<file path="src/rtl/btn_evt_pkg.sv">
`default_nettype none
// ============================================================================
// btn_evt_pkg : shared types, widths and helpers for btn_event_arbiter
// Rev 1.0
// ============================================================================
package btn_evt_pkg;

  localparam int DROP_CNT_W     = 8;
  localparam int DEBOUNCE_CNT_W = 16;

  typedef enum logic [0:0] {
    IDLE  = 1'b0,
    OFFER = 1'b1
  } arb_state_t;

  function automatic logic [DROP_CNT_W-1:0] drop_sat_add(
    input logic [DROP_CNT_W-1:0] cnt,
    input logic [DROP_CNT_W-1:0] inc
  );
    logic [DROP_CNT_W:0] sum;
    sum = {1'b0, cnt} + {1'b0, inc};
    return sum[DROP_CNT_W] ? {DROP_CNT_W{1'b1}} : sum[DROP_CNT_W-1:0];
  endfunction

endpackage
`default_nettype wire

</file>
<file path="src/rtl/btn_channel.sv">
`default_nettype none
// ============================================================================
// btn_channel : 2-flop synchroniser, counter debounce and edge pulse.
// BTN_RELEASE_EVT_EN: o_evt fires on both edges and o_rise gives the type.
// Rev 1.0
// ============================================================================
module btn_channel
  import btn_evt_pkg::*;
#(
  parameter int DELAY = 160
) (
  input  logic clk,
  input  logic rst,
  input  logic i_raw,
  output logic o_state,
  output logic o_evt
`ifdef BTN_RELEASE_EVT_EN
  ,output logic o_rise
`endif
);

  localparam logic [DEBOUNCE_CNT_W-1:0] c_delay = DEBOUNCE_CNT_W'(DELAY);

  logic                      r_s1;
  logic                      r_s2;
  logic                      r_stable;
  logic                      r_stable_d;
  logic [DEBOUNCE_CNT_W-1:0] r_cnt;

  always_ff @(posedge clk) begin
    if (rst) begin
      r_s1       <= 1'b0;
      r_s2       <= 1'b0;
      r_cnt      <= '0;
      r_stable   <= 1'b0;
      r_stable_d <= 1'b0;
    end else begin
      r_s1       <= i_raw;
      r_s2       <= r_s1;
      r_cnt      <= (r_s2 == r_stable) ? '0 : r_cnt + DEBOUNCE_CNT_W'(1);
      r_stable   <= (r_cnt >= c_delay) ? r_s2 : r_stable;
      r_stable_d <= r_stable;
    end
  end

  assign o_state = r_stable;

`ifdef BTN_RELEASE_EVT_EN
  assign o_rise = r_stable & ~r_stable_d;
  assign o_evt  = r_stable ^ r_stable_d;
`else
  assign o_evt  = r_stable & ~r_stable_d;
`endif

endmodule
`default_nettype wire

</file>
<file path="src/rtl/btn_event_arbiter.sv">
`default_nettype none
// ============================================================================
// btn_event_arbiter : N debounced buttons, one pending slot each, round-robin
// onto a valid/ready event port. BTN_RELEASE_EVT_EN also queues releases.
// Rev 1.0
// ============================================================================
module btn_event_arbiter
  import btn_evt_pkg::*;
#(
  parameter int N_BTN = 4,
  parameter int IDX_W = 2,
  parameter int DELAY = 160
) (
  input  logic                  clk,
  input  logic                  rst,
  input  logic [N_BTN-1:0]      btn_raw,
  output logic [N_BTN-1:0]      btn_state,
  output logic                  evt_valid,
  input  logic                  evt_ready,
  output logic [IDX_W-1:0]      evt_idx,
  output logic                  evt_press,
  output logic [DROP_CNT_W-1:0] drop_cnt
);

  logic [N_BTN-1:0]      w_evt;
  logic [N_BTN-1:0]      r_pend;
  logic [N_BTN-1:0]      w_clr;
  logic [N_BTN-1:0]      w_take;
  logic [N_BTN-1:0]      w_drop;
  logic [N_BTN-1:0]      w_pend_nxt;
  logic [DROP_CNT_W-1:0] w_ndrop;
  logic [DROP_CNT_W-1:0] r_drop;
  logic [IDX_W-1:0]      r_ptr;
  logic [IDX_W-1:0]      r_idx;
  logic [IDX_W-1:0]      w_sel;
  logic [IDX_W:0]        w_cand;
  logic                  w_found;
  logic                  w_latch;
  arb_state_t            r_state;
  arb_state_t            w_state_nxt;
`ifdef BTN_RELEASE_EVT_EN
  logic [N_BTN-1:0]      w_rise;
  logic [N_BTN-1:0]      r_ptype;
  logic                  r_evt_press;
`endif

  for (genvar i = 0; i < N_BTN; i++) begin : g_ch
    btn_channel #(
      .DELAY (DELAY)
    ) u_ch (
      .clk     (clk),
      .rst     (rst),
      .i_raw   (btn_raw[i]),
      .o_state (btn_state[i]),
      .o_evt   (w_evt[i])
`ifdef BTN_RELEASE_EVT_EN
      ,.o_rise (w_rise[i])
`endif
    );
  end

  // First pending channel after the pointer, wrapping at N_BTN-1.
  always_comb begin
    w_found = 1'b0;
    w_sel   = '0;
    w_cand  = '0;
    for (int k = 1; k <= N_BTN; k++) begin
      w_cand = {1'b0, r_ptr} + (IDX_W+1)'(k);
      if (w_cand >= (IDX_W+1)'(N_BTN)) begin
        w_cand = w_cand - (IDX_W+1)'(N_BTN);
      end
      if (!w_found && r_pend[w_cand[IDX_W-1:0]]) begin
        w_found = 1'b1;
        w_sel   = w_cand[IDX_W-1:0];
      end
    end
  end

  always_comb begin
    w_state_nxt = r_state;
    w_latch     = 1'b0;
    case (r_state)
      IDLE: begin
        if (w_found) begin
          w_latch     = 1'b1;
          w_state_nxt = OFFER;
        end
      end
      OFFER: begin
        if (evt_ready) begin
          w_state_nxt = IDLE;
        end
      end
      default: w_state_nxt = IDLE;
    endcase
  end

  // A slot being latched this cycle is free for a same-cycle edge.
  always_comb begin
    w_clr = '0;
    for (int i = 0; i < N_BTN; i++) begin
      w_clr[i] = w_latch && (w_sel == IDX_W'(i));
    end
    w_take     = w_evt & (~r_pend | w_clr);
    w_drop     = w_evt & r_pend & ~w_clr;
    w_pend_nxt = w_take | (r_pend & ~w_clr);
    w_ndrop    = '0;
    for (int i = 0; i < N_BTN; i++) begin
      w_ndrop = w_ndrop + DROP_CNT_W'(w_drop[i]);
    end
  end

  always_ff @(posedge clk) begin
    if (rst) begin
      r_state <= IDLE;
      r_ptr   <= IDX_W'(N_BTN - 1);
      r_idx   <= '0;
      r_pend  <= '0;
      r_drop  <= '0;
    end else begin
      r_state <= w_state_nxt;
      r_pend  <= w_pend_nxt;
      r_drop  <= drop_sat_add(r_drop, w_ndrop);
      if (w_latch) begin
        r_ptr <= w_sel;
        r_idx <= w_sel;
      end
    end
  end

`ifdef BTN_RELEASE_EVT_EN
  always_ff @(posedge clk) begin
    if (rst) begin
      r_ptype     <= '0;
      r_evt_press <= 1'b0;
    end else begin
      r_ptype <= (w_take & w_rise) | (~w_take & r_ptype);
      if (w_latch) begin
        r_evt_press <= r_ptype[w_sel];
      end
    end
  end
  assign evt_press = r_evt_press;
`else
  assign evt_press = 1'b1;
`endif

  assign evt_valid = (r_state == OFFER);
  assign evt_idx   = r_idx;
  assign drop_cnt  = r_drop;

endmodule
`default_nettype wire

</file>
<file path="config.mk">
export PLATFORM = sky130hd
export DESIGN_NAME = btn_event_arbiter
export DESIGN_NICKNAME = d
export VERILOG_FILES = /design/src/rtl/btn_evt_pkg.sv /design/src/rtl/btn_channel.sv /design/src/rtl/btn_event_arbiter.sv
export SDC_FILE = /design/constraint.sdc
export NUM_CORES = 1
export LEC_CHECK = 0
export ABC_AREA = 1
export CORE_MARGIN = 2
export CORE_UTILIZATION = 45
export CTS_CLUSTER_SIZE = 14
export DETAILED_ROUTE_END_ITERATION = 8
export PLACE_DENSITY = 0.67
export RECOVER_POWER = 25
export SLEW_MARGIN = 20
export SYNTH_ARGS = -nofsm -noshare
export SYNTH_HDL_FRONTEND = slang
export SYNTH_SLANG_ARGS = --single-unit
</file>
<file path="constraint.sdc">
create_clock -name clk -period 6.4 [get_ports clk]
set_clock_uncertainty 0.2 [all_clocks]
set_input_delay 1.28 -clock clk [delete_from_list [all_inputs] [get_ports clk]]
set_output_delay 1.28 -clock clk [all_outputs]
set_load 0.02 [all_outputs]
</file>
# After elaboration in Yosys (flattened, before gate mapping)
# Index checks and enable logic that the tools add are counted.
[totals]
wordCells = 117
reg_bits = 97
in_bits = 7
[classes]
n_reduce_logical = 15
mux = 25
n_eq_ne = 7
n_lt_le_gt_ge = 12
n_bitwise = 17
addsub = 16
[ops]
columns = ["cell", "count"]
rows = [
  ["adder 16 x 1 -> 16 bit, second input constant", 4],
  [">= comparator 16 x 8 -> 1 bit, second input constant", 4],
  ["bitwise AND 4 bit", 4],
  ["two-way mux 2 bit", 8],
  [">= comparator 3 bit, second input constant", 4],
  ["less-than comparator 2 x 3 -> 1 bit, second input constant", 4],
  ["two-way mux 1 bit", 11],
  ["adder 8 x 4 -> 9 bit", 1],
  ["binary-select mux 1 bit (select 2 bit)", 4],
  ["two-way mux 8 bit", 1],
  ["NOT 4 bit", 2],
  ["bitwise OR 4 bit", 2],
  ["OR reduction 2 bit", 4],
  ["subtractor 2 x 1 -> 2 bit, second input constant", 4],
  ["logical AND 1 bit", 7],
  ["adder 2 x 2 -> 3 bit, second input constant", 2],
  ["NOT 1 bit", 5],
  ["adder 3 x 1 -> 4 bit", 1],
  ["bitwise AND 1 bit", 4],
  ["== test 1 bit", 4],
  ["== test 2 bit, second input constant", 2],
  ["adder 2 x 1 -> 3 bit", 1],
  ["adder 2 x 1 -> 3 bit, second input constant", 1],
  ["adder 2 x 3 -> 3 bit, second input constant", 1],
  ["5 further kinds", 7],
]

# Longest topological paths before layout
# Gate-level depths: netlist (run 1).
[depth]
depth_word = 25
depth_mapped = 23
mapped_depth_nobuf = 23

# Modules after synthesis
# Synthesis (run 1) repeated with hierarchy kept, for this count alone.
[unflattened]
hier_cells = 701
hier_area_um2 = 5042.3
[modules_own_cells]
columns = ["mod", "cells_each", "area_per_inst_um2", "n_inst", "seq_area_each_um2"]
rows = [
  ["btn_channel", 136, 965.9, 4, 400.4],
  ["btn_event_arbiter", 157, 1178.6, 1, 340.3],
]

# Worst setup path after synthesis (run 1)
# OpenSTA, ideal clock, no wires.
[synth_timing]
kind = "register to register"
from = "register r_ptr[0]"
to = "register r_drop[4], in the netlist drop_cnt[4]"
stages_incl_launch_ff = 19
required_time_ns = 6.129
slack_ns = 2.848
t_arrival_ns = 3.281
path_cell_list = "dfxtp_1 > buf_6 > nand2_2 > nand3_1 > nand2_1 > nor2_4 > nand3b_4 > nand2_4 > inv_6 > nand2_4 > o21ai_2 > or2_1 > fa_1 > fa_1 > inv_1 > fa_1 > nand3_1 > or4_1 > a21oi_1"
[synth_between]
elab_chain_len = 25
[synth_rtl]
columns = ["item", "line_no", "source"]
rows = [
  ["from (decl)", "btn_event_arbiter.sv:33", "logic [IDX_W-1:0] r_ptr;"],
  ["from (signal assigned)", "btn_event_arbiter.sv:116", "r_ptr <= IDX_W'(N_BTN - 1);"],
  ["from (signal assigned)", "btn_event_arbiter.sv:125", "r_ptr <= w_sel;"],
  ["adder 2 x 1 -> 3 bit", "btn_event_arbiter.sv:68", "w_cand = {1'b0, r_ptr} + (IDX_W+1)'(k);"],
  [">= comparator 3 bit / subtractor 2 x 1 -> 2 bit (equally long branches)", "btn_event_arbiter.sv:69, btn_event_arbiter.sv:70", ""],
  ["two-way mux 2 bit", "btn_event_arbiter.sv:69", "if (w_cand >= (IDX_W+1)'(N_BTN)) begin"],
  ["binary-select mux 1 bit (select 2 bit)", "btn_event_arbiter.sv:72", "if (!w_found && r_pend[w_cand[IDX_W-1:0]]) begin"],
  ["two-way mux 1 bit (implied by the code)", "btn_event_arbiter.sv:72", ""],
  ["two-way mux 1 bit", "btn_event_arbiter.sv:72", ""],
  ["zero test 1 bit", "btn_event_arbiter.sv:72", ""],
  ["logical AND 1 bit", "btn_event_arbiter.sv:72", ""],
  ["[... 9 more ...]", "--", ""],
  ["logical AND 1 bit", "btn_event_arbiter.sv:102", "w_clr[i] = w_latch && (w_sel == IDX_W'(i));"],
  ["NOT 4 bit *", "btn_event_arbiter.sv:105", "w_drop = w_evt & r_pend & ~w_clr;"],
  ["bitwise AND 4 bit *", "btn_event_arbiter.sv:105", ""],
  ["adder 1 x 1 -> 2 bit", "btn_event_arbiter.sv:109", "w_ndrop = w_ndrop + DROP_CNT_W'(w_drop[i]);"],
  ["adder 2 x 1 -> 3 bit", "btn_event_arbiter.sv:109", ""],
  ["adder 3 x 1 -> 4 bit *", "btn_event_arbiter.sv:109", ""],
  ["adder 8 x 4 -> 9 bit *", "btn_evt_pkg.sv:21", "sum = {1'b0, cnt} + {1'b0, inc};"],
  ["two-way mux 8 bit *", "btn_evt_pkg.sv:22", "return sum[DROP_CNT_W] ? {DROP_CNT_W{1'b1}} : sum[DROP_CNT_W-1:0];"],
  ["to (signal assigned)", "btn_event_arbiter.sv:123", "r_drop <= drop_sat_add(r_drop, w_ndrop);"],
  ["to (decl)", "btn_event_arbiter.sv:32", "logic [DROP_CNT_W-1:0] r_drop;"],
]
# Mark *: on every way between the ends. The rest lies on a longest branch, timed or not. The select of a mux whose other input is x is not followed.
# A chain may end at the register's enable or synchronous reset.

# Worst setup path after layout (run 1)
[layout_timing]
from = "register r_ptr[0]"
to = "register r_drop[3], in the netlist drop_cnt[3]"
# The elaborated chain is that of the path after synthesis.

==> results of run 1 <==
-- state kept, by name, summed over array words and instances (netlist names) --
| name | count |
|---|---|
| g_ch.u_ch.o_state | 4 |
| r_pend | 4 |
| evt_valid | 1 |
| g_ch.u_ch.r_s1 | 4 |
| g_ch.u_ch.r_s2 | 4 |
| drop_cnt | 8 |
| g_ch.u_ch.r_stable_d | 4 |
| r_ptr | 2 |
| evt_idx | 2 |
| g_ch.u_ch.r_cnt | 64 |
-- cells in the mapped netlist, types with 2 or more instances --
master / count / area [um^2]
nor3_1: 18 / 90.09
nand3_2: 3 / 30.03
nor4_1: 12 / 75.07
inv_2: 5 / 18.77
nor2_1: 71 / 266.5
nor2_2: 7 / 43.79
a31oi_1: 5 / 31.28
nand3_1: 29 / 145.1
nand2_1: 95 / 356.6
xor2_1: 5 / 43.79
o21a_1: 2 / 15.01
nor3_2: 2 / 20.02
fa_1: 3 / 60.06
nand4_1: 10 / 62.56
inv_1: 97 / 364.1
nand2_2: 7 / 43.79
nor3b_1: 2 / 15.01
ha_1: 9 / 112.6
o211ai_1: 2 / 15.01
dfxtp_1: 97 / 1942
clkbuf_1: 4 / 15.01
nand2_4: 7 / 78.83
buf_4: 5 / 37.54
nor4_2: 2 / 25.02
a21oi_1: 53 / 265.3
or2_2: 6 / 37.54
o21ai_0: 37 / 185.2
-- kinds of logic (layout without fill, tap and decap cells) --
logic type               after synthesis  after routing  share of synthesized area
other                                  1              1                  0.0008286
buffers and inverters                114            142                     0.1015
AND/OR/NAND/NOR                      275            275                     0.2950
flip-flops                            97             97                     0.4291
AO/OA/AOI/OAI                        105            105                     0.1239
adder cells (fa/ha/maj)               12             12                    0.03815
XOR/XNOR                               6              6                    0.01161
-- per-stage QoR --
| step | util | setup WS (ns) | power, uW | hold WS, ns | cells |
|---|---|---|---|---|---|
| floorplan | - | 2.848 | 843.0 | 0.1883 | 610 |
| global placement | 0.4958 | 2.416 | 882.1 | 0.1901 | 755 |
| detailed placement | 0.4958 | 2.268 | 887.1 | 0.1984 | 755 |
| CTS | 0.5174 | 2.237 | 1309 | 0.2025 | 771 |
| global route | 0.5170 | 1.819 | 1360 | 0.2157 | 771 |
| finish | 0.5170 | 2.226 | 1293 | 0.2012 | 771 |
-- layout make-up --
type,count,area (um^2)
Clock buffer,11,131.4
Inverter,104,395.4
Timing Repair Buffer,22,214.0
Sequential cell,97,1942
Tap cell,133,166.4
Clock inverter,5,80.08
Fill cell,929,4721
Multi-Input combinational cell,399,2125
-- critical path: stages (launching register included) --
cell     delay (ns)
dfxtp_1        0.61
inv_2          0.18
nand2_1        0.15
nand2_4        0.07
nand2_4        0.08
nand2_4        0.06
nor2_4         0.14
nand4_1        0.15
nand3_2        0.15
o21ai_2        0.07
or2_1          0.22
fa_1           0.48
fa_1           0.45
inv_1          0.08
fa_1           0.20
nand3_1        0.13
nor2_1         0.18
inv_1          0.07
nor3_1         0.25
o21ai_0        0.14
inv_1          0.07
-- report_power, final --
group | switching (uW) | internal (uW)
Clock | 204 | 220
Sequential | 21.1 | 619
Combinational | 148 | 81.7
Total | 373 | 920
-- layer usage --
metal | vias to the layer above | share of wire
met5 | - | 0
met4 | 0 | 0.017
met3 | 12 | 0.037
met2 | 62 | 0.45
met1 | 1730 | 0.49
li1 | 2009 | -
-- path summary, 6_finish.rpt --
kind                        to               from
max                drop_cnt[3]           r_ptr[0]
min          g_ch[1].u_ch.r_s2  g_ch[1].u_ch.r_s1
max reg2reg        drop_cnt[3]           r_ptr[0]
min reg2reg  g_ch[1].u_ch.r_s2  g_ch[1].u_ch.r_s1
==> results.md, run 1 <==
* Status: finished, final reports clean
* CTS Sinks at 97
* Nets@finish at roughly 650
* Gp weighted congestion at between 0.8 and 0.9
* Vias in the first global route at 3498
* Synthesized netlist net count at between 600 and 700
* Min-Delay Path Depth at 2
* Synth Cell Area at between 4000 and 5000 um^2
* Peak VDD IR at 126.6 uV
* Routed vias/inst at between 4 and 5
* Final Hold Vio Count at 0
* Max Root-Sink Buffers at 2
* Max Clk Rate at roughly 0.24 GHz
* Die Span Y at around 100 um
* Post-CTS setup buffer count at 0
* Reg2Reg Depth at 20
* Number of port buffers at 21
* Final instance area at about 5000 um^2
* GRT met2 Usage at 0.2675
* Busiest layer in global routing: met2
* Fin. max-slew vios at 0
* DRT iter0 DRCs at 159
* Worst-margin pin slew at between 1 and 1.5 ns
* Area added between synthesis and finish at 11.67%
* Total GRT Usage at 0.1602
* Synthesis-stage register bit count at between 90 and 100
* Per-cell routed wire length at approximately 11 um
* Worst setup EP type: flip-flop
* Initial Utilization at 0.4630
* Netlist cell types at 42
* Post-Syn Instances at 610
* Root Driver: clkbuf_8
* H-tree levels at 3
* CTS tree: done
* Internal reg-to-reg setup slack at roughly 2.2 ns
* Slew headroom at 0.2584
* Most frequent cells in the layout: inv_1, dfxtp_1, nand2_1, nor2_1, a21oi_1
* RSZ-0062 raised after global routing: no
* Skew-Pair Late Insertion Delay at 0.36 ns
* CORE AREA at 9774 um^2
* Initial antenna violation count at 0
* Max FO, Critical Path at 13
* Period utilisation layout at 0.6522
* Async SR Flop Fraction at 0
* Post-DP HPWL at 6303 um
* Sequential share of the synthesized area at 0.4291
* CTS resizes at 0
* Layout cells sized above 1 at 0.09091
* Hold Crit Class: reg -> reg
* Clk pin slew, worst setup/hold paths at about 0.090 ns
* Static Leakage at between 0.0015 and 0.002 uW
* Crit Path Category: reg -> reg
* I/O pin count at 23
* Hold buffers post-CTS at 0
* Arr. time, crit path at about 4.3 ns
* Final Routed Wirelength at 8413 um
* Die area at 10880 um^2
* Final TNS setup at 0 ns
* Largest net degree at the start of global routing at 25
* Ys Warns at 0
* Crit start category: flip-flop
* Grt total ovfl at 0
* Die W at ~100 um
* Post-synth EDFFs at 0
* GR Layer Usage met1 at 0.2009
* MaxCap Viol Count at 0
* PD cells at ~260 nW/um^2
* # DRC at 0
* CTS buffer count at 9
* WP data required at approximately 6.5 ns
* Setup Viol. Count Final at 0
* Site Rows at 36
* Synthesized area per cell at ~7.4 um^2
* Post-Place Cell Area at 4846 um^2
* M3 GR Usage at 0.03008
* First-pass GRT wire length at approximately 15000 um
* DR vias at about 3800
* Ant. Diodes at 0
* Main synth FF type: dfxtp_1
* Final min period at approximately 4.2 ns
* Antenna viol nets, final at 0
* Drt first pass iters at 4
No activity file was read; power rests on OpenSTA's default activity.
==> run 2: changes to the inputs <==
- PLACE_DENSITY: 0.67 -> 0.69
- clock period: 6.4 -> 3.5 ns (I/O delays scaled with it)
==> run 2 against run 1 <==
The run now ends with setup timing left. Core utilization up 4.0 points. First-iteration DRC count shrank 27%. Hold slack gained 0.0019 ns. Final cell count up 3.5%. Sequential cell count stayed put. Routed wire length up 6.4%. Critical path type unchanged.
==> results.md, run 2 (same netlist as run 1, synthesis figures left out) <==
* Status: finished, violations left
* Failing checks: setup timing
* Comb power frac at 0.238
* Peak VDD IR at 266.1 uV
* CORE AREA at approximately 10000 um^2
* Sw Ratio at 0.2815
* Vias in the first global route at about 3600
* Hold Crit Class: reg -> reg
* RSZ-0062 raised after global routing: yes
* MaxCap Viol Count at 0
* Final min period at between 3 and 4 ns
* Max FO, Critical Path at 9
* Initial Utilization at 0.4630
* Site Rows at 36
* Max reg flops at 64
* Drt first pass iters at 4
* Die Span Y at ~100 um
* I/O pin count at 23
* WP data required at around 3.6 ns
* Layout cells sized above 1 at 0.1639
* PD cells at between 500 and 600 nW/um^2
* Grt total ovfl at 0
* Die W at roughly 100 um
* Die area at 10880 um^2
* Clock power frac at 0.337
* Total GRT Usage at 0.1696
* Antenna viol nets, final at 0
* # DRC at 0
* Root Driver: clkbuf_8
* FILL cells at a little over 900
* Post-Place Cell Area at between 5000 and 6000 um^2
* Crit Path Category: reg -> reg
* Worst-margin pin slew at between 0.5 and 0.6 ns
* Critical path's slowest cell: fa_1
* CTS Sinks at 97
* Number of port buffers at 21
* First-pass GRT wire length at between 15000 and 20000 um
* Crit start category: flip-flop
* CP Cell Sequence: inv_6, nand2_1, nand2_4, nand2_4, buf_4, nand2_1, nand2_1, nand2_1, inv_1, nand2_2, nand2_4, o21ai_2, or2_1, fa_1, fa_2, inv_2, fa_2, nand3_4, or4_4, a21oi_2
* CP most frequent cell: nand2_1
* Routed vias/inst at roughly 4.9
* Post-DP HPWL at 6397 um
* Final instance area at 5449 um^2
* Arr. time, crit path at approximately 3.7 ns
* Fin. max-slew vios at 0
* Clk pin slew, worst setup/hold paths at roughly 0.10 ns
* Max Root-Sink Buffers at 2
* Max Clk Rate at roughly 0.28 GHz
* Gp weighted congestion at roughly 0.88
* Area added between synthesis and finish at 20.40%
* Static Leakage at about 0.002 uW
* CTS buffer count at 9
* Initial antenna violation count at 0
* H-tree levels at 3
* Setup Viol. Count Final at 3
* DRT iter0 DRCs at 116
* Hold_ws at 0.2031 ns
* Final worst slack at -0.04876 ns
* Period utilisation layout at 1.014
* CP max stage delay at 0.47 ns
* Skew-Pair Late Insertion Delay at around 0.38 ns
* Largest net degree at the start of global routing at 24
* Sequential power share at 0.425
* Internal reg-to-reg setup slack at -0.05 ns
* Slew headroom at 0.6480
* Ant. Diodes at 0
* Most common cell after layout, fill and taps aside: inv_1
* Final Routed Wirelength at just under 9000 um
* DR vias at ~3900
* CTS tree: done
* Sw power at ~770 uW
* Most frequent cells in the layout: inv_1, dfxtp_1, nand2_1, nor2_1, a21oi_1
* Int Power at ~2000 uW
* Final Hold Vio Count at 0
* Nets@finish at between 600 and 700
* Worst setup EP type: flip-flop
* Per-cell routed wire length at between 10 and 15 um
* Top reg by flops: g_ch.u_ch.r_cnt
run 2: cell types whose count changed in the layout (fill, tap and decap cells not counted), sizes merged:
cell / previous run / this run
clkdlybuf4s50: 17 / 21
buf: 0 / 28
clkinvlp: 2 / 0
clkinv: 2 / 3
dlygate4sd3: 4 / 0
clkbuf: 12 / 10
bufinv: 2 / 4
run 2: timing repair:
item                                    in CTS  in global routing
endpoints found under the setup margin       8                  8
gates resized for setup                     18                 20
pin swaps                                    8                  9
buffers inserted                             3                  4
hold buffers                                 0                  0
run 2: layout make-up:
cell class,instances,area (um^2),share of cell area
Tap cell,133,166.4,0.03054
Clock inverter,6,130.1,0.02388
Timing Repair Buffer,49,431.7,0.07922
Inverter,104,400.4,0.07348
Multi-Input combinational cell,399,2242,0.4115
Clock buffer,10,127.6,0.02342
Sequential cell,97,1951,0.3580
run 2: power groups by stage:
stage               sequential (uW)  clock [uW]  combinational, uW
floorplan                      1200           0                348
global placement               1190           0                565
detailed placement             1190           0                574
CTS                            1170         950                589
global route                   1170         990                709
finish                         1170         928                654
run 2: final timing paths:
path / startpoint / endpoint / depth (start not counted)
max reg2reg: r_ptr[0] / drop_cnt[4] / 20
min: g_ch[2].u_ch.r_s1 / g_ch[2].u_ch.r_s2 / 2
max: r_ptr[0] / drop_cnt[4] / 20
min reg2reg: g_ch[2].u_ch.r_s1 / g_ch[2].u_ch.r_s2 / 2
run 2: routing by layer:
layer / vias to the layer above / GRT usage / wire length, um
met5: - / 0 / 0
met4: 0 / 0.08977 / 183
met3: 12 / 0.02569 / 180
met2: 43 / 0.2796 / 4231
met1: 1821 / 0.2135 / 4353
li1: 2059 / - / -
run 2: stage by stage:
step,cells,total power [uW],util,setup WS [ns],setup TNS (ns)
after floorplan,610,1544,-,0.006577,0
after global placement,776,1753,0.5131,-0.07795,-0.3737
after detailed placement,776,1763,0.5131,-0.2267,-1.397
after CTS,795,2705,0.5476,-0.1267,-0.7183
after global routing,798,2871,0.5575,-0.2463,-1.592
final,798,2750,0.5575,-0.04876,-0.1372
run 2: worst max-delay path: cells and delay by family, from the launching register on:
| family | cells | cell delay, ns |
|---|---|---|
| AND/OR/NAND/NOR | 11 | 1.34 |
| flip-flops | 1 | 0.41 |
| buffers and inverters | 4 | 0.28 |
| adder cells (fa/ha/maj) | 3 | 1.07 |
| AO/OA/AOI/OAI | 2 | 0.18 |
==> run 3: changes to the inputs <==
- PLACE_DENSITY: 0.69 -> 0.7
==> run 3 against run 2 <==
The run still ends with setup timing left. Final cell count rose by 0.38%. Non-clock buffer count is 3 higher. Routed wire length rose by 0.99%. Die area stayed put. Worst setup slack worse by 0.066 ns. Global-route usage shrank 0.13 points. Hold slack better by 0.0072 ns. Sequential share of layout area up 0.33 points. Cell area down 1.1%. Critical path type unchanged.
==> results.md, run 3 (same netlist as run 1, synthesis figures left out) <==
* Total GRT Usage at 0.1683
* Crit start category: flip-flop
* Die area at approximately 11000 um^2
* Root Driver: clkbuf_8
* Largest net degree at the start of global routing at 24
* Routed vias/inst at a little under 5
* Internal reg-to-reg setup slack at -0.12 ns
* Final Routed Wirelength at approximately 9000 um
* Ant. Diodes at 0
* Hold buffers post-CTS at 0
* First-pass GRT wire length at between 15000 and 20000 um
* Top reg by flops: g_ch.u_ch.r_cnt
* CTS tree: done
* CORE AREA at about 10000 um^2
* Final min period at 3.615 ns
* Peak VDD IR at roughly 200 uV
* DRT iter0 DRCs at 131
* DR vias at 3925
* Post-DP HPWL at ~6500 um
* Sw power at ~770 uW
* Max reg flops at 64
* Slew headroom at 0.6282
* Fin. max-slew vios at 0
* Max FO, Critical Path at 6
* Hold Crit Class: reg -> reg
* Max Root-Sink Buffers at 2
* Site Rows at 36
* Worst setup EP type: flip-flop
* Area added between synthesis and finish at 19.08%
* Clk pin slew, worst setup/hold paths at 0.09 ns
* WP data required at between 3 and 4 ns
* HP Start: g_ch[1].u_ch.r_s1
* Int Power at between 1500 and 2000 uW
* Final instance area at between 5000 and 6000 um^2
* Final worst slack at -0.1152 ns
* Setup Viol. Count Final at 7
* Critical path's slowest cell: fa_1
* Worst-margin pin slew at ~0.56 ns
* Most frequent cells in the layout: inv_1, dfxtp_1, nand2_1, nor2_1, a21oi_1
* Initial antenna violation count at 0
* Min-Delay Path Depth at 2
* Gp weighted congestion at a little under 0.9
* H-tree levels at 3
* I/O pin count at 23
* Static Leakage at roughly 0.0020 uW
* Skew-Pair Late Insertion Delay at between 0.3 and 0.4 ns
* Failing checks: setup timing
* Hold_ws at about 0.21 ns
* PD cells at around 480 nW/um^2
* Antenna viol nets, final at 0
* Arr. time, crit path at 3.72 ns
* Per-cell routed wire length at approximately 11 um
* Total Power at approximately 2600 uW
* CP Cell Sequence: buf_6, nand2_2, nand3_2, nand2_2, nor2_4, nand4_1, nand3_2, o21ai_2, or2_1, fa_1, fa_2, inv_2, fa_2, nand3_2, or4_4, a21oi_2
* Reg2Reg Depth at 16
* # DRC at 0
* MaxCap Viol Count at 0
* CP most frequent cell: nand3_2
* Layout cells sized above 1 at 0.1692
* Grt total ovfl at 0
* Status: finished, violations left
* Clock power frac at 0.310
* Die W at between 100 and 150 um
* RR Endpoint: drop_cnt[4]
* Sequential power share at 0.448
* Hold endpoint: g_ch[1].u_ch.r_s2
* Crit Path Category: reg -> reg
* Vias in the first global route at 3471
* FILL cells at about 920
* Final Hold Vio Count at 0
* Period utilisation layout at 1.033
* Die Span Y at around 100 um
* CP max stage delay at roughly 0.5 ns
* Max Clk Rate at 0.2766 GHz
* Sw Ratio at 0.2959
* Nets@finish at between 600 and 700
* Comb power frac at 0.242
* Initial Utilization at 0.4630
* Drt first pass iters at 5
* R2R Path Start: r_ptr[0]
* Number of port buffers at 21
* Post-Place Cell Area at 5037 um^2
* RSZ-0062 raised after global routing: yes
* CTS Sinks at between 90 and 100
* CTS buffer count at 9
run 3: changes by cell type in the layout (fill, tap and decap cells not counted), moves of 2 or more:
| cell | previous run | this run |
|---|---|---|
| o21ai_1 | 2 | 4 |
| bufinv_16 | 4 | 2 |
| clkinv_2 | 2 | 0 |
| nand3_4 | 2 | 0 |
| nand2_2 | 5 | 10 |
| buf_4 | 25 | 30 |
| buf_6 | 3 | 1 |
| nand3_2 | 4 | 6 |
| nand2_4 | 13 | 9 |
| clkinv_4 | 0 | 2 |
| o21ai_0 | 34 | 32 |
run 3: how the worst max path moves through the flow:
stage                     startpoint          end  slack [ns]  depth (start not counted)
after CTS                   r_ptr[0]  drop_cnt[2]       -0.12                         17
after detailed placement    r_ptr[0]  drop_cnt[4]       -0.24                         17
after floorplan             r_ptr[0]  drop_cnt[4]       0.007                         18
after global routing        r_ptr[0]  drop_cnt[5]       -0.33                         19
after global placement      r_ptr[0]  drop_cnt[0]       -0.05                         19
final                       r_ptr[0]  drop_cnt[4]       -0.12                         16
run 3: critical path: cells and delay by family, from the launching register on:
family | cells | cell delay (ns)
AND/OR/NAND/NOR | 9 | 1.48
flip-flops | 1 | 0.40
adder cells (fa/ha/maj) | 3 | 1.06
AO/OA/AOI/OAI | 2 | 0.21
buffers and inverters | 2 | 0.19
run 3: final cells by class:
cell class,count,area [um^2],area share
clock buffers,9,123.9,0.02299
clock inverters,7,102.6,0.01904
inverters,104,397.9,0.07383
multi-input cells,399,2205,0.4091
flip-flops and latches,97,1947,0.3613
well taps,133,166.4,0.03088
repair buffers,52,446.7,0.08289
run 3: power groups by stage:
stage	registers [uW]	logic [uW]	clock network (uW)
2_1_floorplan	1200	348	0
3_3_place_gp	1190	563	0
3_5_place_dp	1190	574	0
4_1_cts	1160	604	834
5_1_grt	1170	691	876
6_report	1160	630	805
run 3: per-stage QoR:
stage                 util  setup WS (ns)  std cells  TNS [ns]
floorplan                -       0.006577        610         0
global placement    0.5154       -0.05056        779   -0.1878
detailed placement  0.5154        -0.2446        779    -1.454
CTS                 0.5454        -0.1192        799   -0.5551
global route        0.5513        -0.3273        801    -2.390
finish              0.5513        -0.1152        801   -0.5194
run 3: metal layers:
| layer | global-route usage | up-vias | part of all wire |
|---|---|---|---|
| met5 | 0 | - | 0 |
| met4 | 0.07625 | 0 | 0.015 |
| met3 | 0.04135 | 14 | 0.046 |
| met2 | 0.2684 | 78 | 0.47 |
| met1 | 0.2147 | 1771 | 0.47 |
| li1 | - | 2062 | - |
run 3: repair_timing:
action,in CTS,in global routing
pin swaps,5,8
gates resized for setup,13,17
endpoints found under the setup margin,8,8
endpoints found under the hold margin,0,0
setup buffers,4,3
